<file path="config.mk">
export PLATFORM = sky130hd
export DESIGN_NAME = mips_muldiv_unit
export DESIGN_NICKNAME = d
export VERILOG_FILES = /design/src/rtl/mips_muldiv_unit.sv
export SDC_FILE = /design/constraint.sdc
export NUM_CORES = 1
export LEC_CHECK = 0
export CORE_ASPECT_RATIO = 1.5
export CORE_MARGIN = 4
export CORE_UTILIZATION = 55
export CTS_CLUSTER_SIZE = 28
export DETAILED_ROUTE_END_ITERATION = 8
export PLACE_DENSITY = 0.75
export SYNTH_ARGS = -nofsm -noshare
export SYNTH_HDL_FRONTEND = slang
export SYNTH_SLANG_ARGS = --single-unit
</file>
<file path="constraint.sdc">
create_clock -name clk -period 5.6 [get_ports clk]
set_clock_uncertainty 0.2 [all_clocks]
set_input_delay 1.12 -clock clk [delete_from_list [all_inputs] [get_ports clk]]
set_output_delay 1.12 -clock clk [all_outputs]
set_load 0.02 [all_outputs]
</file>
<file path="src/rtl/mips_muldiv_unit.sv">
// MIPS HI/LO multiply/divide coprocessor: iterative shift-add multiply and restoring divide,
// one bit per cycle, with MT/MF interlocked against an operation in flight.
module mips_muldiv_unit #(
  parameter int WIDTH = 32,
  parameter int OP_W  = 3
) (
  input  logic             clk,
  input  logic             rst,
  input  logic [OP_W-1:0]  mul__opcode_2a,
  input  logic             mul__active_2a,
  input  logic [WIDTH-1:0] rs_data_2a,
  input  logic [WIDTH-1:0] rt_data_2a,
  output logic [WIDTH-1:0] mul__rd_data_3a,
  output logic             mul__stall_2a
);
  localparam int CW = $clog2(WIDTH);
  localparam logic [OP_W-1:0] OP_MULT  = OP_W'(0);
  localparam logic [OP_W-1:0] OP_MULTU = OP_W'(1);
  localparam logic [OP_W-1:0] OP_DIV   = OP_W'(2);
  localparam logic [OP_W-1:0] OP_DIVU  = OP_W'(3);
  localparam logic [OP_W-1:0] OP_MFHI  = OP_W'(4);
  localparam logic [OP_W-1:0] OP_MFLO  = OP_W'(5);
  localparam logic [OP_W-1:0] OP_MTHI  = OP_W'(6);
  localparam logic [OP_W-1:0] OP_MTLO  = OP_W'(7);

  typedef enum logic [1:0] {S_IDLE, S_MUL, S_DIV, S_FIX} state_e;

  state_e             state_q, state_d;
  logic               busy_q, busy_d;
  logic [CW-1:0]      cnt_q;
  logic [WIDTH-1:0]   hi_q, lo_q, rd_q;
  logic [WIDTH-1:0]   a_q, rs_q;
  logic [2*WIDTH-1:0] acc_q;
  logic               neg_q, rneg_q, dz_q, is_div_q;

  function automatic logic [WIDTH-1:0] mag_w(input logic signed [WIDTH-1:0] v, input logic sgn);
    return (sgn && v[WIDTH-1]) ? WIDTH'(-v) : WIDTH'(v);
  endfunction

  function automatic logic [WIDTH-1:0] cneg_w(input logic [WIDTH-1:0] v, input logic neg);
    return neg ? (~v + 1'b1) : v;
  endfunction

  function automatic logic [2*WIDTH-1:0] cneg_2w(input logic [2*WIDTH-1:0] v, input logic neg);
    return neg ? (~v + 1'b1) : v;
  endfunction

  logic accept, start_mul, start_div, sgn_op;
  assign mul__stall_2a   = mul__active_2a & busy_q;
  assign accept          = mul__active_2a & ~busy_q;
  assign start_mul       = accept & ((mul__opcode_2a == OP_MULT) | (mul__opcode_2a == OP_MULTU));
  assign start_div       = accept & ((mul__opcode_2a == OP_DIV)  | (mul__opcode_2a == OP_DIVU));
  assign sgn_op          = (mul__opcode_2a == OP_MULT) | (mul__opcode_2a == OP_DIV);
  assign mul__rd_data_3a = rd_q;

  // One iteration step: multiply adds into the upper half then shifts right;
  // divide shifts the {remainder,quotient} pair left and keeps a non-negative trial.
  logic [WIDTH:0]     msum, dtrial;
  logic [2*WIDTH:0]   dsh;
  logic [2*WIDTH-1:0] mul_next, div_next, fix_res;
  always_comb begin
    msum     = {1'b0, acc_q[2*WIDTH-1:WIDTH]} + (acc_q[0] ? {1'b0, a_q} : '0);
    mul_next = {msum, acc_q[WIDTH-1:1]};
    dsh      = {acc_q, 1'b0};
    dtrial   = dsh[2*WIDTH:WIDTH] - {1'b0, a_q};
    div_next = dtrial[WIDTH] ? dsh[2*WIDTH-1:0] : {dtrial[WIDTH-1:0], dsh[WIDTH-1:1], 1'b1};
    if (dz_q)          fix_res = {rs_q, {WIDTH{1'b1}}};
    else if (is_div_q) fix_res = {cneg_w(acc_q[2*WIDTH-1:WIDTH], rneg_q), cneg_w(acc_q[WIDTH-1:0], neg_q)};
    else               fix_res = cneg_2w(acc_q, neg_q);
  end

  always_comb begin
    state_d = state_q;
    unique case (state_q)
      S_IDLE: if (start_mul) state_d = S_MUL; else if (start_div) state_d = S_DIV;
      S_MUL, S_DIV: if (cnt_q == CW'(WIDTH-1)) state_d = S_FIX;
      S_FIX: state_d = S_IDLE;
    endcase
    busy_d = (state_d != S_IDLE);
  end

  // Control and architectural state
  always_ff @(posedge clk or posedge rst) begin
    if (rst) begin
      state_q <= S_IDLE;
      busy_q  <= 1'b0;
      cnt_q   <= '0;
      hi_q    <= '0;
      lo_q    <= '0;
      rd_q    <= '0;
    end else begin
      state_q <= state_d;
      busy_q  <= busy_d;
      cnt_q   <= (state_q == S_MUL || state_q == S_DIV) ? cnt_q + 1'b1 : '0;
      if (accept) begin
        if (mul__opcode_2a == OP_MTHI) hi_q <= rs_data_2a;
        if (mul__opcode_2a == OP_MTLO) lo_q <= rs_data_2a;
        if (mul__opcode_2a == OP_MFHI) rd_q <= hi_q;
        if (mul__opcode_2a == OP_MFLO) rd_q <= lo_q;
      end
      if (state_q == S_FIX) {hi_q, lo_q} <= fix_res;
    end
  end

  // Iteration datapath; only meaningful while an operation is in flight
  always_ff @(posedge clk) begin
    if (start_mul || start_div) begin
      a_q      <= mag_w(rt_data_2a, sgn_op);
      acc_q    <= {{WIDTH{1'b0}}, mag_w(rs_data_2a, sgn_op)};
      rs_q     <= rs_data_2a;
      neg_q    <= sgn_op & (rs_data_2a[WIDTH-1] ^ rt_data_2a[WIDTH-1]);
      rneg_q   <= sgn_op & rs_data_2a[WIDTH-1];
      dz_q     <= start_div & (rt_data_2a == '0);
      is_div_q <= start_div;
    end else if (state_q == S_MUL) begin
      acc_q <= mul_next;
    end else if (state_q == S_DIV) begin
      acc_q <= div_next;
    end
  end
endmodule
</file>
==> parameters.txt <==
Parameter                              Value

Critical path
  Data required time at the worst endpoint    5.80 ns
  End of the worst register-to-register path    acc_q[48]
  Arrival time at the worst endpoint    4.40 ns
  Cell-by-cell listing of the critical path    buf_4, inv_1, ha_1, fa_1, nand2b_1, a21oi_1, o21ai_0, a21oi_1, a21oi_1, xnor2_2, buf_4, mux2_2, mux2i_1, a211oi_1
  CP max stage delay    0.51 ns
  Critical Path Start Type    flip-flop
  Biggest fanout along the worst timing path    44
  WP buf/inv    3
  Slowest-stage cell, CP    sky130_fd_sc_hd__buf_4
  Register-to-Register Setup Slack    1.40 ns
  Cell repeated most along the worst path    sky130_fd_sc_hd__a21oi_1
  Endpoint type of the worst setup path    flip-flop
  Category of the critical setup timing path    reg2reg
  Worst flop-to-flop path startpoint    acc_q[31]
  Path depth of the worst reg2reg path    14
  Cell family with most CP delay    compound AO/OA/AOI/OAI gates

Timing
  Max Slew Vio Count    0
  Max Clk Rate    238 MHz
  Final hold viol count    0
  # setup viols final    0
  Post-layout min period    4.20 ns
  Tightest Pin Transition    around 0.97 ns
  Setup repair after global routing missed its margin    false
  Setup slack of the critical path after layout    1.40 ns
  Post-route setup TNS    0 ns
  Period utilisation layout    75.0%
  Worst slew margin relative to its limit    34.9%

Synth
  Warnings from Yosys    0
  Sequential cell area fraction in the yosys report    37.1%
  Syn nets    slightly above 2000
  Most used DFF post-synth    sky130_fd_sc_hd__dfrtp_1
  Synthesized netlist cell count    1913
  Number of enable-type register cells in the synthesized netlist    100
  Mapped Avg Cell Area    8.80 um2
  Number of distinct library cells after synthesis    74
  Synthesized flop and latch total    236
  Share of flip-flops with an asynchronous set or reset after synthesis    between 40% and 50%
  Cell area after synthesis    16800 um2

CTS
  Number of buffers inserted during clock tree synthesis    24
  CTS tree    yes
  Level count of the clock H-tree    1
  Clock Tree Buf Depth    3
  Post-cts resize count    0
  Clock edge transition at the registers on the reported setup and hold paths    around 0.070 ns
  CTS Hold Buffers Added    0
  Setup fix buffers added after clock tree synthesis    0
  Insertion delay to the later sink of the worst-skew pair    0.54 ns
  Clock root cell    sky130_fd_sc_hd__clkbuf_16
  Sink Count    236

Floorplanning
  Starting Density    55.6%
  Site Rows    78
  Total die area    33500 um2
  Boundary Pins    103
  Die Wd    between 150 and 200 um
  Die extent in y    222 um
  Area of the core    30300 um2

Detailed routing
  Average wire per standard cell    20.3 um
  Count of nets left with antenna violations after detail routing    0
  Routed wire length    approximately 48 mm
  Mean number of vias per cell    approximately 6.2
  Length of the first detailed-routing pass in iterations    5
  Detailed-route via count    14867
  DRC violation total after the first TritonRoute iteration    between 1000 and 1500
  Remaining routing DRC violations    0

Placed design
  Number of buffer cells added on primary ports    roughly 100
  Final GP Congestion    approximately 0.96
  Count of placed standard cells including taps    around 2300
  Half-perimeter wire length after detailed placement    between 30 and 40 mm
  Setup Slack @ Placement    roughly 1.1 ns

Global routing
  Initial antenna violation count    0
  Pin count of the biggest net entering global routing    70
  Total global routing overflow    0
  Global-route usage over all layers    28.4%
  Vias in the first global route    14707
  Global-route wire length before repair    76.4 mm

Power and ir drop
  Maximum vdd drop    0.000278 V
  Pwr Total    0.0102 W
  Power per cell area    539 nW/um2
  Leak Pwr    approximately 7.7 nW

Min path
  Worst Hold End    cnt_q[0]
  Worst Hold Path Cells    1
  Classification of the worst-slack hold path    reg2reg
  Launch instance of the worst min-delay path    cnt_q[0]

Outcome
  Status    finished clean

Cells and area
  Nets    2111
  Final cell count without fillers    2385
  Area grow syn2layout    12.9%
  Most frequent standard cell in the layout excluding fill and tap cells    sky130_fd_sc_hd__a21oi_1
  Proportion of layout cells with a drive suffix above 1    4.74%
  Highest-count cells in the layout ignoring fill and taps    sky130_fd_sc_hd__a21oi_1, sky130_fd_sc_hd__nand2_1, sky130_fd_sc_hd__nor2_1

Flow run
  Number of max-cap violations    0
worst register-to-register path, stage by stage (launching register included):
cell and delay (ns):
sky130_fd_sc_hd__edfxtp_1 0.33, sky130_fd_sc_hd__buf_4 0.16, sky130_fd_sc_hd__inv_1 0.09, sky130_fd_sc_hd__ha_1 0.26
sky130_fd_sc_hd__fa_1 0.42, sky130_fd_sc_hd__nand2b_1 0.19, sky130_fd_sc_hd__a21oi_1 0.25, sky130_fd_sc_hd__o21ai_0 0.30
sky130_fd_sc_hd__a21oi_1 0.34, sky130_fd_sc_hd__a21oi_1 0.18, sky130_fd_sc_hd__xnor2_2 0.15, sky130_fd_sc_hd__buf_4 0.51
sky130_fd_sc_hd__mux2_2 0.43, sky130_fd_sc_hd__mux2i_1 0.15, sky130_fd_sc_hd__a211oi_1 0.10
cells in the mapped netlist (27+ instances only):
library cell               instances  area (um2)
sky130_fd_sc_hd__nand2b_1         27         169
sky130_fd_sc_hd__o21ai_0         155         776
sky130_fd_sc_hd__a21oi_1         176         881
sky130_fd_sc_hd__dfrtp_1         104        2600
sky130_fd_sc_hd__clkbuf_1         81         304
sky130_fd_sc_hd__xor2_1           84         736
sky130_fd_sc_hd__a211oi_1         57         428
sky130_fd_sc_hd__and2_1           54         338
sky130_fd_sc_hd__nor2_1          161         604
sky130_fd_sc_hd__nor3_1           27         135
sky130_fd_sc_hd__mux2i_1         102        1020
sky130_fd_sc_hd__edfxtp_1        100        3000
sky130_fd_sc_hd__nand2_1         174         653
sky130_fd_sc_hd__ha_1             73         913
sky130_fd_sc_hd__inv_1            64         240
sky130_fd_sc_hd__dfxtp_1          32         641
sky130_fd_sc_hd__xnor2_1          84         736
logic make-up (layout without fill, tap and decap cells):
logic type / after synthesis / after routing / share of synthesized area, %
other: 0 / 1 / 0
AO/OA/AOI/OAI: 574 / 574 / 21.1
multiplexers: 105 / 105 / 6.27
buffers and inverters: 165 / 236 / 3.72
XOR/XNOR: 168 / 168 / 8.74
flip-flops: 236 / 236 / 37.1
AND/OR/NAND/NOR: 590 / 590 / 17.4
adder cells (fa/ha/maj): 75 / 75 / 5.67
how the worst max path moves through the flow:
| stage | from | endpoint | slack (ns) | cells past startpoint |
|---|---|---|---|---|
| 6_report | acc_q[31] | acc_q[48] | 1.40 | 14 |
| 3_3_place_gp | rs_data_2a[4] | acc_q[29] | 1.23 | 8 |
| 2_1_floorplan | mul__active_2a | acc_q[1] | 0.79 | 7 |
| 4_1_cts | acc_q[31] | acc_q[48] | 1.53 | 14 |
| 3_5_place_dp | rs_data_2a[4] | acc_q[25] | 1.05 | 9 |
| 5_1_grt | acc_q[0] | acc_q[62] | 1.20 | 12 |
power by group:
group          switching (W)  internal (W)
Sequential          0.000706       0.00257
Combinational        0.00307       0.00224
Clock               0.000712      0.000945
Total                0.00449       0.00576
sequential cells by signal, summed over array words and instances, names as in the netlist:
name / count
rneg_q: 1
dz_q: 1
state_q: 2
neg_q: 1
busy_q: 1
a_q: 32
lo_q: 32
rs_q: 32
mul__rd_data_3a: 32
is_div_q: 1
hi_q: 32
cnt_q: 5
acc_q: 64
layout make-up:
type                    instances  area (um2)
fillers                      2605       11300
clock buffers                  32         714
flip-flops and latches        236        6250
repair buffers                127        1210
inverters                      65         249
well taps                     400         500
clock inverters                12        91.3
diodes                          1        2.50
multi-input cells            1512        9990
per-layer routing:
metal / part of all wire [%] / vias to the layer above / GRT usage [%]
met2: 51 / 560 / 50.5
met5: 0 / - / 0
met4: 5.4 / 0 / 14.7
met3: 5.2 / 162 / 3.18
li1: - / 7066 / -
met1: 38 / 7079 / 33.1
stage by stage:
stage               cell area, um2  hold WS (ns)  util (%)
finish                       19000         0.260      62.8
global route                 19000         0.298      62.8
CTS                          19000         0.268      62.8
detailed placement           18200         0.260      60.1
global placement             18200         0.251      60.1
floorplan                    16800         0.232         -
No activity file was read; power rests on OpenSTA's default activity.
==> RTL edit: new RTL, config.mk and constraints unchanged <==
`WIDTH`: 32 -> 64.
--- a/src/rtl/mips_muldiv_unit.sv
+++ b/src/rtl/mips_muldiv_unit.sv
@@ -1,7 +1,7 @@
 // MIPS HI/LO multiply/divide coprocessor: iterative shift-add multiply and restoring divide,
 // one bit per cycle, with MT/MF interlocked against an operation in flight.
 module mips_muldiv_unit #(
-  parameter int WIDTH = 32,
+  parameter int WIDTH = 64,
   parameter int OP_W  = 3
 ) (
   input  logic             clk,
Ports: changed (resized mul__rd_data_3a, rs_data_2a and rt_data_2a); port bits go from 103 to 199. The function was not compared with the original's and may differ.
==> RTL edit against the original RTL <==
- total power is 95% higher
- cell count grew 100%
- cell area rose by 100%
- die area grew 96%
- count of clock-buffer cells in the layout rose by 26
- via count is 110% higher
- clock power grew 90%
- core utilization fell by 0.53 points
- synthesized area grew 100%
- first-iteration DRC count up 140%
- sequential cell count rose by 225
- routed wire length increased by 130%
- worst setup slack lost 0.74 ns
- critical path depth decreased by 1
- critical path type unchanged
- largest cell class unchanged
- largest power group unchanged
==> RTL edit: results (changes against the original RTL) <==
stage;metric;value;unit;change
worst_setup_path;cp.arrival;5.24;ns;+0.84 ns
global_routing;grt_antenna_before_repair;6;;+6
drt;dr.first_iter.drc_count;2970;;+140%
global_routing;grt_max_degree;154;;+120%
sta;max_slew_margin;27.16;%;-7.8 points
power;static-leakage-power;14.83;nW;+92%
global_routing;grt_usage;32.04;%;+3.7 points
worst_setup_path;crit_end;hi_q[54]$_DFFE_PP0P_;;
die;die_w;210.6;um;+40%
final_layout;nonClockInverterCount;125;;+92%
drt;wl_per_cell;22.51;um;+11%
synthesis;synth-async-reset-ratio;43.60;%;-0.47 points
sta;whs;0.2628;ns;+0.002478 ns
worst_setup_path;cpPeakStageDelay;0.65;ns;+0.14 ns
synthesis;ys_types;84;;+14%
final_layout;drive_gt1_share;5.540;%;+0.80 points
worst_setup_path;cp_top_family;simple AND/OR/NAND/NOR gates;;
final_layout;multi_input_gates;3112;;+110%
worst_setup_path;critPathMaxFanout;19;;-57%
drt;detail_route.first_pass.iterations;8;;+3
synthesis;synth_area_leaders;edfxtp_1, dfrtp_1, a21oi_1, xnor2_1, mux2i_1;;
final_layout;fin_util;62.27;%;-0.53 points
drt;via_count;31050;;+110%
final_layout;nNonClkBuffers;262;;+110%
power;peakVddDrop;0.2885;mV;+3.9%
place;port_buffers;198;;+94%
final_layout;nClkBuffers;58;;+81%
final_layout;final_nets;4279;;+100%
clock_network;cts_max_level;2;;+1
final_layout;seq_cells;461;;+95%
place;place_area;0.03655;sq mm;+100%
worst_setup_path;reg2reg_from;acc_q[0]$_DFFE_PP_;;
run_status;status;completed;;
==> RTL edit: kinds of logic after synthesis <==
logic type | count (synthesis) | share of synthesized area (%)
flops | 461 | 36.03
fa+ha+maj | 138 | 5.145
xor+xnor | 365 | 9.444
compound gates | 1256 | 22.73
mux | 205 | 6.177
simple gates | 1148 | 16.35
buf+inv | 369 | 4.122
==> RTL edit: power breakdown <==
| part | internal, mW | leakage (nW) | switching [mW] | total (mW) |
|---|---|---|---|---|
| registers | 4.99 | 4.70 | 1.35 | 6.34 |
| logic | 4.22 | 9.39 | 6.23 | 10.4 |
| clock network | 1.73 | 0.740 | 1.43 | 3.16 |
==> RTL edit: layer usage <==
layer / share of wire, % / routed length, um / vias to the layer above / global-route usage, %
met4: 5.6 / 6066 / 2 / 15.17
met2: 49 / 53040 / 1349 / 54.79
met1: 39 / 42370 / 14820 / 39.87
met3: 6.8 / 7392 / 325 / 4.381
met5: 0.012 / 13 / - / 0
li1: - / - / 14550 / -
